===== src/rtl/data_mem_lsu.sv =====
// rtl/data_mem_lsu.sv - RV32I load/store unit driving a word-wide SPRAM responder
// Sub-word stores are done as read-modify-write because the memory only writes full words.
module data_mem_lsu #(
    parameter int ADDR_WORD_BITS = 14
) (
    input  logic        clk,
    input  logic        rst_n,
    input  logic        req_valid,
    output logic        req_ready,
    input  logic        req_write,
    input  logic [2:0]  req_funct3,
    input  logic [31:0] req_addr,
    input  logic [31:0] req_wdata,
    output logic        resp_valid,
    output logic [31:0] resp_rdata,
    output logic        resp_err,
    output logic [31:0] mem_addr,
    output logic [31:0] mem_write_data,
    output logic        mem_memwrite,
    output logic        mem_memread,
    input  logic [31:0] mem_read_data
);

    typedef enum logic [2:0] {
        IDLE, RD, RD_CAP, RMW_RD, RMW_MRG, WR, RESP
    } state_t;

    state_t      state_q, state_d;
    logic [2:0]  funct3_q, funct3_d;
    logic [1:0]  byte_off_q, byte_off_d;
    logic [31:0] wdata_q, wdata_d;
    logic [31:0] mem_addr_q, mem_addr_d;
    logic [31:0] mem_write_data_q, mem_write_data_d;
    logic        mem_memwrite_q, mem_memwrite_d;
    logic        mem_memread_q, mem_memread_d;
    logic        resp_valid_q, resp_valid_d;
    logic        resp_err_q, resp_err_d;
    logic [31:0] resp_rdata_q, resp_rdata_d;

    logic        funct3_ok;
    logic        misaligned;
    logic        out_of_range;
    logic        req_bad;

    function automatic logic [31:0] load_extract(input logic [31:0] w,
                                                 input logic [2:0]  f3,
                                                 input logic [1:0]  off);
        logic [7:0]  b;
        logic [15:0] h;
        logic [31:0] r;
        b = 8'(w >> {off, 3'b000});
        h = off[1] ? w[31:16] : w[15:0];
        case (f3)
            3'b000:  r = {{24{b[7]}}, b};
            3'b100:  r = {24'h0, b};
            3'b001:  r = {{16{h[15]}}, h};
            3'b101:  r = {16'h0, h};
            default: r = w;
        endcase
        return r;
    endfunction

    function automatic logic [31:0] store_merge(input logic [31:0] old_w,
                                                input logic [31:0] wd,
                                                input logic [2:0]  f3,
                                                input logic [1:0]  off);
        logic [31:0] mask;
        logic [31:0] data;
        if (f3[1:0] == 2'b00) begin
            mask = 32'h0000_00ff << {off, 3'b000};
            data = {24'h0, wd[7:0]} << {off, 3'b000};
        end else begin
            mask = off[1] ? 32'hffff_0000 : 32'h0000_ffff;
            data = off[1] ? {wd[15:0], 16'h0} : {16'h0, wd[15:0]};
        end
        return (old_w & ~mask) | (data & mask);
    endfunction

    always_comb begin
        if (req_write) begin
            funct3_ok = (req_funct3 == 3'b000) || (req_funct3 == 3'b001) || (req_funct3 == 3'b010);
        end else begin
            funct3_ok = (req_funct3 == 3'b000) || (req_funct3 == 3'b001) || (req_funct3 == 3'b010)
                     || (req_funct3 == 3'b100) || (req_funct3 == 3'b101);
        end
        misaligned   = ((req_funct3[1:0] == 2'b01) && req_addr[0])
                    || ((req_funct3[1:0] == 2'b10) && (req_addr[1:0] != 2'b00));
        out_of_range = (req_addr[31:ADDR_WORD_BITS+2] != '0);
        req_bad      = !funct3_ok || misaligned || out_of_range;
    end

    always_comb begin
        state_d          = state_q;
        funct3_d         = funct3_q;
        byte_off_d       = byte_off_q;
        wdata_d          = wdata_q;
        mem_addr_d       = mem_addr_q;
        mem_write_data_d = mem_write_data_q;
        mem_memwrite_d   = 1'b0;
        mem_memread_d    = 1'b0;
        resp_valid_d     = 1'b0;
        resp_err_d       = 1'b0;
        resp_rdata_d     = 32'h0;

        case (state_q)
            IDLE: begin
                if (req_valid) begin
                    funct3_d   = req_funct3;
                    byte_off_d = req_addr[1:0];
                    wdata_d    = req_wdata;
                    if (req_bad) begin
                        resp_valid_d = 1'b1;
                        resp_err_d   = 1'b1;
                        state_d      = RESP;
                    end else begin
                        mem_addr_d = {{(32-ADDR_WORD_BITS){1'b0}}, req_addr[ADDR_WORD_BITS+1:2]};
                        if (!req_write) begin
                            mem_memread_d = 1'b1;
                            state_d       = RD;
                        end else if (req_funct3 == 3'b010) begin
                            mem_memwrite_d   = 1'b1;
                            mem_write_data_d = req_wdata;
                            state_d          = WR;
                        end else begin
                            mem_memread_d = 1'b1;
                            state_d       = RMW_RD;
                        end
                    end
                end
            end
            RD:      state_d = RD_CAP;
            RD_CAP: begin
                resp_rdata_d = load_extract(mem_read_data, funct3_q, byte_off_q);
                resp_valid_d = 1'b1;
                state_d      = RESP;
            end
            RMW_RD:  state_d = RMW_MRG;
            RMW_MRG: begin
                mem_write_data_d = store_merge(mem_read_data, wdata_q, funct3_q, byte_off_q);
                mem_memwrite_d   = 1'b1;
                state_d          = WR;
            end
            WR: begin
                resp_valid_d = 1'b1;
                state_d      = RESP;
            end
            RESP:    state_d = IDLE;
            default: state_d = IDLE;
        endcase
    end

    always_ff @(posedge clk) begin
        if (!rst_n) begin
            state_q          <= IDLE;
            funct3_q         <= 3'b000;
            byte_off_q       <= 2'b00;
            wdata_q          <= 32'h0;
            mem_addr_q       <= 32'h0;
            mem_write_data_q <= 32'h0;
            mem_memwrite_q   <= 1'b0;
            mem_memread_q    <= 1'b0;
            resp_valid_q     <= 1'b0;
            resp_err_q       <= 1'b0;
            resp_rdata_q     <= 32'h0;
        end else begin
            state_q          <= state_d;
            funct3_q         <= funct3_d;
            byte_off_q       <= byte_off_d;
            wdata_q          <= wdata_d;
            mem_addr_q       <= mem_addr_d;
            mem_write_data_q <= mem_write_data_d;
            mem_memwrite_q   <= mem_memwrite_d;
            mem_memread_q    <= mem_memread_d;
            resp_valid_q     <= resp_valid_d;
            resp_err_q       <= resp_err_d;
            resp_rdata_q     <= resp_rdata_d;
        end
    end

    assign req_ready      = (state_q == IDLE) && rst_n;
    assign resp_valid     = resp_valid_q;
    assign resp_err       = resp_err_q;
    assign resp_rdata     = resp_rdata_q;
    assign mem_addr       = mem_addr_q;
    assign mem_write_data = mem_write_data_q;
    assign mem_memwrite   = mem_memwrite_q;
    assign mem_memread    = mem_memread_q;

endmodule


===== config.mk =====
export PLATFORM = sky130hd
export DESIGN_NAME = data_mem_lsu
export DESIGN_NICKNAME = d
export VERILOG_FILES = /design/src/rtl/data_mem_lsu.sv
export SDC_FILE = /design/constraint.sdc
export NUM_CORES = 1
export LEC_CHECK = 0
export ABC_AREA = 1
export BUFFER_PORTS_ARGS = -buffer_cell sky130_fd_sc_hd__buf_4
export CAP_MARGIN = 15
export CORE_MARGIN = 2
export CORE_UTILIZATION = 54
export DETAILED_ROUTE_END_ITERATION = 12
export GPL_TIMING_DRIVEN = 0
export PLACE_DENSITY = 0.95
export SLEW_MARGIN = 40
export SYNTH_ARGS = -nofsm -noshare
export SYNTH_HDL_FRONTEND = slang
export SYNTH_SLANG_ARGS = --single-unit

===== constraint.sdc =====
create_clock -name clk -period 4.62 [get_ports clk]
set_clock_uncertainty 0.05 [all_clocks]
set_input_delay 0.924 -clock clk [delete_from_list [all_inputs] [get_ports clk]]
set_output_delay 0.924 -clock clk [all_outputs]
set_load 0.005 [all_outputs]

==> results of run 1 <==
==> cells in the final DEF, fill, tap and decap left out, types with 8 or more instances in the layout <==
cell type  instances
o21ai_1           22
conb_1            18
nor2_1           157
a21oi_1           50
clkbuf_1          20
buf_4            206
dfxtp_1          106
buf_2             24
nand3_1           87
nand2_1          225
o21ai_0           35
or2_2              8
a31oi_1            9
clkbuf_8           9
inv_1             88
==> cell type report <==
cell class	instances	area [µm²]
clock buffers	9	123.9
inverters	95	356.6
flip-flops and latches	106	2122
repair buffers	184	1381
plain buffers	71	394.1
well taps	136	170.2
clock inverters	6	51.30
fillers	864	2804
multi-input cells	644	2828
==> flip-flops by register name, indices dropped and copies added, names as in the netlist <==
| register | cells |
|---|---|
| mem_addr | 14 |
| mem_memread | 1 |
| byte_off_q | 2 |
| resp_valid | 1 |
| mem_write_data | 32 |
| resp_rdata | 32 |
| mem_memwrite | 1 |
| funct3_q | 3 |
| resp_err | 1 |
| state_q | 3 |
| wdata_q | 16 |
==> how the worst max path moves through the flow <==
stage / start / endpoint / slack (ns) / cells past startpoint
2_1_floorplan: rst_n / req_ready / 2.38 / 3
3_3_place_gp: rst_n / resp_rdata[7] / 2.14 / 5
3_5_place_dp: rst_n / resp_rdata[14] / 2.12 / 5
4_1_cts: state_q[1] / req_ready / 1.93 / 7
5_1_grt: state_q[1] / req_ready / 1.83 / 7
6_report: state_q[1] / req_ready / 1.92 / 7
==> where the power goes <==
| group | switching, mW | leakage [nW] | internal (mW) | total, mW |
|---|---|---|---|---|
| combinational | 1.18 | 2.97 | 0.737 | 1.92 |
| clock | 0.334 | 0.0916 | 0.201 | 0.535 |
| sequential | 0.141 | 0.862 | 1.13 | 1.27 |
==> per-stage QoR <==
step	util	instance area [µm²]	cells
after floorplan	-	5700	916
after global placement	0.7088	7252	1236
after detailed placement	0.7088	7252	1236
after CTS	0.7259	7427	1251
after global routing	0.7259	7427	1251
final	0.7259	7427	1251
==> metal layers <==
metal  track usage  vias to the layer above
met2        0.5339                      415
li1              -                     3210
met1        0.4005                     2876
met5             0                        -
met3       0.05947                       52
met4        0.1278                        0
==> logic make-up after synthesis <==
family                     count (synthesis)  share of synthesized area
and+or+nand+nor                          493                     0.3598
buffers and inverters                    166                     0.1332
AOI/OAI and AO/OA                        132                     0.1276
DFF                                      106                     0.3765
adders and majority gates                  1                   0.002219
other                                      1                  0.0006653
==> worst reg2reg max path: cells and delay by family (launching register included) <==
| family | cells | cell delay (ns) |
|---|---|---|
| and+or+nand+nor | 2 | 0.61 |
| buffers and inverters | 1 | 0.46 |
| DFF | 1 | 0.44 |
| AOI/OAI and AO/OA | 1 | 0.28 |
==> run metrics, run 1 <==
Die W=106.2 µm; mapped cell area=0.005637 mm²; post-DP HPWL=14.04 mm; synth top area cells=dfxtp_1 38%, nand2_1 15%, nor2_1 10%, nand3_1 7.7%, inv_1 5.9%; Clock Sink Count=106; total power=3.725 mW; Lkg Pwr=3.927 nW; core area=0.01023 mm²; final hold vios=0; Total Nets Final=1215; R2R setup slack=2.69 ns; Clock Path Buffers=2; met3 wire len=2.019 mm; Hold/Removal Path Class=flop to flop; First-pass DRT Iterations=6; Synth async-reset ratio=0; post-CTS sizing=0; via count=6553; count leader, synth=nand2_1; Worst Min Path Start=mem_write_data[25]; R2R Path End=resp_rdata[10]; Num CTS Buffers=9; initial antenna violation count=0; post-synthesis sequential area ratio=0.3765; Critical Path RT=3.65 ns; Hold-fix buffers, CTS=0; Setup TNS Final=0 ns; cell accounting for the most synthesized area=dfxtp_1; Setup Crit Path Kind=flop to primary output; final WL=18.07 mm; Place WS=2.121 ns; n_diodes=0; GRT Overall Usage=0.3174; wl on met1=7.105 mm; die span in y=106.2 µm; Final Cycle Share=0.5843; Max-cap violations=0; largest net degree at the start of global routing=19; status=finished clean; Syn Area/Cell=6.270 µm²; setup violators final=0; Most Frequent Cell on Critical Path=nor2_2; Gate Count Post-Synth=899; WL per Instance=14.44 µm; CTS clk-pin slew, worst paths=0.11 ns; R2R cell count=4; highest clock rate=0.3704 GHz; vias in the first global route=6054; Netlist cell types=29; Worst Tran Pin Value=0.6576 ns; first-pass GRT wire length=28.69 mm; Port Buffers=184; Yosys top cell area share=0.3765; min cycle time layout=2.700 ns; Crit path buffers/inverters=4; Hold Path End=mem_write_data[25]; Post-synth top cells=225 x nand2_1, 157 x nor2_1, 106 x dfxtp_1, 88 x inv_1, 87 x nand3_1; postcts setup bufs=0; layout cells sized above 1=0.2484; drt drc=0; grt total ovfl=0; initial core utilization=0.5509; slowest CP cell=dfxtp_1; die area=0.01127 mm²; flops & latches, synth=106; crit path max fanout=10; area growth from synthesis to layout=31.76%; fin. max-slew vios=0; Row Count=37; Ys Warns=0; Critical Path AT=1.73 ns; Setup WS post-layout=1.920 ns; uppermost layer routed=met4; unrepaired setup endpoints after global routing=false; met2 WL=8.364 mm; Via density=5.238; kind of cell adding the most delay to the critical path=buffers and inverters; Pwr Density=501.6 mW/mm²; Slew headroom=0.5569; GP Congestion=0.9801; CTS H-tree depth=3; Worst path max stage delay=0.38 ns; hold slack=0.4464 ns; CTS root buffer=clkbuf_8; CTS tree=yes; DR iter-0 viols=760; Ports=204; Worst-Skew Late Latency=0.38 ns; startpoint types=flop; hold path cells=2; CP endpoint kind=primary output; EDFF count, synth=0; worst r2r src=state_q[1]; maximum vdd drop=323.7 µV; Cell Chain, Critical Path=nor2_2 > inv_2 > nor2_2 > buf_2 > inv_1 > nor2_1 > buf_4; post-route ant nets=0; Main synth FF type=dfxtp_1
Power figures use the tool's default switching activity.
==> run 2: changes to the inputs <==
--- a/config.mk
+++ b/config.mk
@@ -5,14 +5,14 @@
 export SDC_FILE = /design/constraint.sdc
 export NUM_CORES = 1
 export LEC_CHECK = 0
-export ABC_AREA = 1
+export ABC_AREA = 0
 export BUFFER_PORTS_ARGS = -buffer_cell sky130_fd_sc_hd__buf_4
 export CAP_MARGIN = 15
 export CORE_MARGIN = 2
-export CORE_UTILIZATION = 54
+export CORE_UTILIZATION = 49
 export DETAILED_ROUTE_END_ITERATION = 12
 export GPL_TIMING_DRIVEN = 0
-export PLACE_DENSITY = 0.95
+export PLACE_DENSITY = 0.9
 export SLEW_MARGIN = 40
 export SYNTH_ARGS = -nofsm -noshare
 export SYNTH_HDL_FRONTEND = slang
==> constraint.sdc (replaced) <==
create_clock -name clk -period 2.75 [get_ports clk]
set_clock_uncertainty 0.05 [all_clocks]
set_input_delay 0.55 -clock clk [delete_from_list [all_inputs] [get_ports clk]]
set_output_delay 0.55 -clock clk [all_outputs]
set_load 0.005 [all_outputs]
==> run metrics, run 2 <==
CP endpoint kind=primary output; Ports=204 (unchanged); Worst path max stage delay=0.39 ns (about the same); Worst Tran Pin Value=0.7225 ns (+0.06484 ns); Netlist cell types=55 (+90%); Row Count=37 (unchanged); cell accounting for the most synthesized area=dfxtp_1; Via density=5.673 (+8.3%); Place WS=0.3626 ns (-1.759 ns); via count=5435 (-17%); CTS clk-pin slew, worst paths=0.11 ns (about the same); Hold/Removal Path Class=primary input to flop; count leader, synth=nand2_1; die area=0.01145 mm² (+1.6%); First-pass DRT Iterations=5 (-1); vias in the first global route=5330 (-12%); Worst-Skew Late Latency=0.38 ns (about the same); Critical Path RT=2.15 ns (-1.50 ns); R2R Path End=mem_write_data[29]; min cycle time layout=2.275 ns; drt drc=0 (unchanged); maximum vdd drop=352.1 µV (+8.8%); Critical Path Start=rst_n; worst r2r src=state_q[1]; final hold vios=0 (unchanged); commonest non-fill, non-tap cells in the layout=206 x buf_4, 115 x nand2_1, 106 x dfxtp_1, 33 x clkbuf_1, 32 x o21ai_0; grt total ovfl=0 (unchanged); Cell Chain, Critical Path=buf_4 > clkbuf_1 > clkbuf_1 > and2_1 > buf_4; GRT Overall Usage=0.3007 (-0.01670); CTS root buffer=clkbuf_8; startpoint types=primary input; fin. max-slew vios=0 (unchanged); sequential cell area=0.002122 mm² (unchanged); Ys Warns=0 (unchanged); Total Nets Final=921 (-24%); R2R cell count=8 (+4); post-route core utilization=0.6848 (-0.04117); post-route ant nets=0 (unchanged); largest net degree at the start of global routing=18 (-1); kind of cell adding the most delay to the critical path=buffers and inverters; setup violators final=0 (unchanged); Syn Area/Cell=8.607 µm² (+37%); CTS tree=yes; CP endpoint=req_ready; footprint of the multi-input gates=0.002756 mm² (-2.5%); R2R setup slack=0.52 ns (-2.17 ns); final non-filler cell total=958 (-23%); Lkg Pwr=3.186 nW (-19%); # fillers=832 (-3.7%); Hold-fix buffers, CTS=0 (unchanged); Slew headroom=0.5171 (-0.03981); final WL=17.08 mm (-5.5%); mapped cell area=0.005199 mm² (-7.8%); post-DP HPWL=13.43 mm (-4.3%); critical path depth=5 (-2); Crit path buffers/inverters=4 (unchanged); post-synthesis sequential area ratio=0.4082 (+0.03171); highest clock rate=0.4396 GHz; Clock Sink Count=106 (unchanged); placed instance count=942 (-24%); postcts setup bufs=0 (unchanged); first-pass GRT wire length=26.96 mm (-6.0%); Pwr Density=755.2 mW/mm² (+51%); flops & latches, synth=106 (unchanged); total power=5.339 mW (+43%); Critical Path AT=1.67 ns (-0.06 ns); EDFF count, synth=0 (unchanged); Num CTS Buffers=9 (unchanged); layout cells sized above 1=0.3102 (+0.06179); CTS H-tree depth=3 (unchanged); area growth from synthesis to layout=35.98%; GP Congestion=0.9364 (-4.5%); Yosys top cell area share=0.4082 (+0.03171); Post-synth top cells=115 x nand2_1, 106 x dfxtp_1, 32 x clkbuf_1, 32 x o21ai_0, 29 x nor2b_1; Setup Crit Path Kind=primary input to primary output; synth top area cells=dfxtp_1 41%, nand2_1 8.3%, mux2i_1 5.0%, nor2b_1 3.5%, a21boi_0 3.5%; Die W=107.0 µm (+0.79%); slowest CP cell=clkbuf_1; Port Buffers=185 (+0.54%); status=finished clean; Setup TNS Final=0 ns (unchanged); hold path cells=3 (+1); Setup WS post-layout=0.4751 ns (-1.445 ns); Main synth FF type=dfxtp_1; n_diodes=0 (unchanged); Clock Path Buffers=2 (unchanged); most common cell after layout, fill and taps aside=buf_4; Max-cap violations=0 (unchanged); Final Cycle Share=0.8272; post-CTS sizing=0 (unchanged); core area=0.01032 mm² (+0.91%); Gate Count Post-Synth=604 (-33%); initial antenna violation count=0 (unchanged); unrepaired setup endpoints after global routing=false; die span in y=107.0 µm (+0.79%); WL per Instance=17.83 µm (+23%); DR iter-0 viols=347 (-54%); initial core utilization=0.5036 (-0.04736); crit path max fanout=10 (unchanged); Synth async-reset ratio=0 (unchanged)
-- run 2: changes by cell type in the layout (fill, tap and decap cells not counted), sizes merged, moves of 24 or more --
cell    change
nand2     -115
o211ai     +24
nand3      -84
nor2b      +29
nor2      -138
a21boi     +24
inv        -90
o21ai      -24
a21oi      -32
mux2i      +26
-- run 2: metal layers --
metal	part of all wire	track usage	wire, µm
met2	0.47	0.5100	8108
met3	0.092	0.06505	1578
met1	0.40	0.3735	6851
met5	0	0	0
met4	0.032	0.1141	542
-- run 2: area by class of cell --
type / count / share of cell area
Multi-Input combinational cell: 443 / 0.3899
Sequential cell: 106 / 0.3002
Timing Repair Buffer: 185 / 0.1965
Buffer: 67 / 0.05257
Tap cell: 136 / 0.02407
Clock buffer: 10 / 0.01805
Clock inverter: 6 / 0.01611
Inverter: 5 / 0.002655
-- run 2: cell families after synthesis --
logic type	Yosys count	share of synthesized area
other	1	0.0007213
buffers and inverters	72	0.07509
adder cells (fa/ha/maj)	1	0.002406
flip-flops	106	0.4082
AND/OR/NAND/NOR	220	0.2072
AO/OA/AOI/OAI	173	0.2455
multiplexers	31	0.06089
-- run 2: worst min-delay path by stage --
stage	from	end	slack (ns)
floorplan	wdata_q[10]	wdata_q[10]	0.39
global placement	wdata_q[12]	wdata_q[12]	0.40
detailed placement	mem_write_data[20]	mem_write_data[20]	0.41
CTS	req_addr[7]	mem_addr[5]	0.37
global route	req_addr[15]	mem_addr[13]	0.37
finish	req_addr[7]	mem_addr[5]	0.37
-- run 2: tightest hold or removal path: stages --
cell,delay (ns)
buf_4,0.08
mux2i_1,0.05
nor2b_1,0.09
-- run 2: power breakdown --
part / internal [mW] / switching (mW)
clock: 0.608 / 0.548
combinational: 0.926 / 1.27
sequential: 1.82 / 0.169
-- run 2: through the flow --
step / hold WS [ns] / instance area (µm²)
3_5_place_dp: 0.4051 / 6823
4_1_cts: 0.3727 / 7064
2_1_floorplan: 0.3900 / 5263
3_3_place_gp: 0.3992 / 6822
6_report: 0.3708 / 7069
5_1_grt: 0.3728 / 7069
==> run 3: changes to the inputs <==
--- a/config.mk
+++ b/config.mk
@@ -5,11 +5,11 @@
 export SDC_FILE = /design/constraint.sdc
 export NUM_CORES = 1
 export LEC_CHECK = 0
-export ABC_AREA = 0
+export ABC_AREA = 1
 export BUFFER_PORTS_ARGS = -buffer_cell sky130_fd_sc_hd__buf_4
 export CAP_MARGIN = 15
 export CORE_MARGIN = 2
-export CORE_UTILIZATION = 49
+export CORE_UTILIZATION = 50
 export DETAILED_ROUTE_END_ITERATION = 12
 export GPL_TIMING_DRIVEN = 0
 export PLACE_DENSITY = 0.9
==> constraint.sdc (replaced) <==
create_clock -name clk -period 2.15 [get_ports clk]
set_clock_uncertainty 0.05 [all_clocks]
set_input_delay 0.43 -clock clk [delete_from_list [all_inputs] [get_ports clk]]
set_output_delay 0.43 -clock clk [all_outputs]
set_load 0.005 [all_outputs]
==> run metrics, run 3 (synthesis results as in run 1) <==
Critical Path Start=state_q[1]; largest net degree at the start of global routing=17 (-1); die area=0.01214 mm² (+6.0%); GP Congestion=0.9570 (+2.2%); Ports=204 (unchanged); DR iter-0 viols=736 (+110%); CTS H-tree depth=3 (unchanged); hold path cells=3 (unchanged); final WL=18.25 mm (+6.8%); Hold/Removal Path Class=primary input to flop; min cycle time layout=2.035 ns; core area=0.01094 mm² (+5.9%); area growth from synthesis to layout=34.03%; final instance area=0.007555 mm² (+6.9%); CTS clk-pin slew, worst paths=0.07 ns (-0.04 ns); DP Area=0.007257 mm² (+6.4%); most common cell after layout, fill and taps aside=nand2_1; Setup Crit Path Kind=flop to primary output; Critical Path AT=1.55 ns (-0.12 ns); startpoint types=flop; critical path depth=7 (+2); Worst path max stage delay=0.37 ns (-0.02 ns); Clock Path Buffers=2 (unchanged); layout cells sized above 1=0.2466 (-0.06358); post-route ant nets=0 (unchanged); Final Cycle Share=0.9464; unrepaired setup endpoints after global routing=false; setup violators final=0 (unchanged); maximum vdd drop=810.8 µV (+130%); Die W=110.2 µm (+3.0%); commonest non-fill, non-tap cells in the layout=225 x nand2_1, 206 x buf_4, 157 x nor2_1, 106 x dfxtp_1, 88 x inv_1; Total Nets Final=1215 (+32%); Lkg Pwr=3.971 nW (+25%); Row Count=38 (+2.7%); Crit path buffers/inverters=4 (unchanged); initial antenna violation count=0 (unchanged); Worst-Skew Late Latency=0.35 ns (-0.03 ns); First-pass DRT Iterations=8 (+3); first-pass GRT wire length=28.43 mm (+5.5%); Port Buffers=184 (-0.54%); Worst Min Path Start=req_addr[14]; Via density=5.194 (-8.5%); fin. max-slew vios=0 (unchanged); Worst Tran Pin Value=0.7247 ns (+0.002201 ns); post-route core utilization=0.6908 (+0.006082); GRT Overall Usage=0.3024 (+0.001670); Clock Sink Count=106 (unchanged); initial core utilization=0.5154 (+0.01187); n_diodes=0 (unchanged); grt total ovfl=0 (unchanged); kind of cell adding the most delay to the critical path=buffers and inverters; CP endpoint kind=primary output; R2R cell count=4 (-4); status=finished clean; Num CTS Buffers=9 (unchanged); drt drc=0 (unchanged); vias in the first global route=5980 (+12%); worst r2r src=state_q[1]; Pwr Density=1129 mW/mm² (+50%); R2R setup slack=0.22 ns (-0.30 ns); die span in y=110.2 µm (+3.0%); highest clock rate=0.4914 GHz; post-DP HPWL=14.12 mm (+5.1%); Critical Path RT=1.67 ns (-0.48 ns); final hold vios=0 (unchanged); CTS root buffer=clkbuf_16; Setup TNS Final=0 ns (unchanged); WL per Instance=14.54 µm (-18%); slowest CP cell=dfxtp_1; Hold-fix buffers, CTS=0 (unchanged); Slew headroom=0.5118 (-0.005359); via count=6518 (+20%); Cell Chain, Critical Path=nor2_4 > inv_2 > nor2_2 > buf_6 > inv_1 > nor2_1 > buf_4; crit path max fanout=10 (unchanged); # fillers=972 (+17%); Max-cap violations=0 (unchanged); CTS tree=yes
[run 3: worst min-delay path, cell delays in order]
cell and delay (ns):
buf_4 0.08, nor2_1 0.03, nor2_1 0.08
[run 3: final cells by class]
| type | count | area [µm²] | area share |
|---|---|---|---|
| plain buffers | 71 | 400.4 | 0.05300 |
| flip-flops and latches | 106 | 2122 | 0.2809 |
| repair buffers | 184 | 1381 | 0.1828 |
| well taps | 140 | 175.2 | 0.02319 |
| inverters | 95 | 356.6 | 0.04720 |
| clock inverters | 4 | 53.80 | 0.007122 |
| multi-input cells | 644 | 2833 | 0.3750 |
| clock buffers | 11 | 232.7 | 0.03080 |
[run 3: final timing paths]
kind               endpoint
max               req_ready
min            mem_addr[12]
max reg2reg  resp_rdata[10]
min reg2reg     wdata_q[15]
[run 3: through the flow]
step / hold WS [ns] / setup slack (ns) / instances / total power [mW]
CTS: 0.2462 / 0.01664 / 1255 / 8.426
detailed placement: 0.4296 / 0.1503 / 1240 / 6.799
floorplan: 0.3949 / 0.5950 / 916 / 5.302
finish: 0.2499 / 0.1152 / 1255 / 8.531
global placement: 0.4183 / 0.1621 / 1240 / 6.718
global route: 0.2492 / 0.006607 / 1255 / 9.124
[run 3: what timing repair did]
action,in CTS,in global routing
buffers inserted,0,0
endpoints found under the setup margin,0,1
gates resized for setup,0,4
[run 3: routing by layer]
metal	part of all wire	track usage
met2	0.47	0.4978
met5	0	0
met3	0.11	0.07290
met1	0.39	0.3741
met4	0.035	0.1375
[run 3: power breakdown]
part	leakage [nW]	switching, mW	internal, mW
Combinational	2.98	2.58	1.61
Clock	0.132	0.724	0.900
Sequential	0.862	0.297	2.43
Total	3.97	3.60	4.93
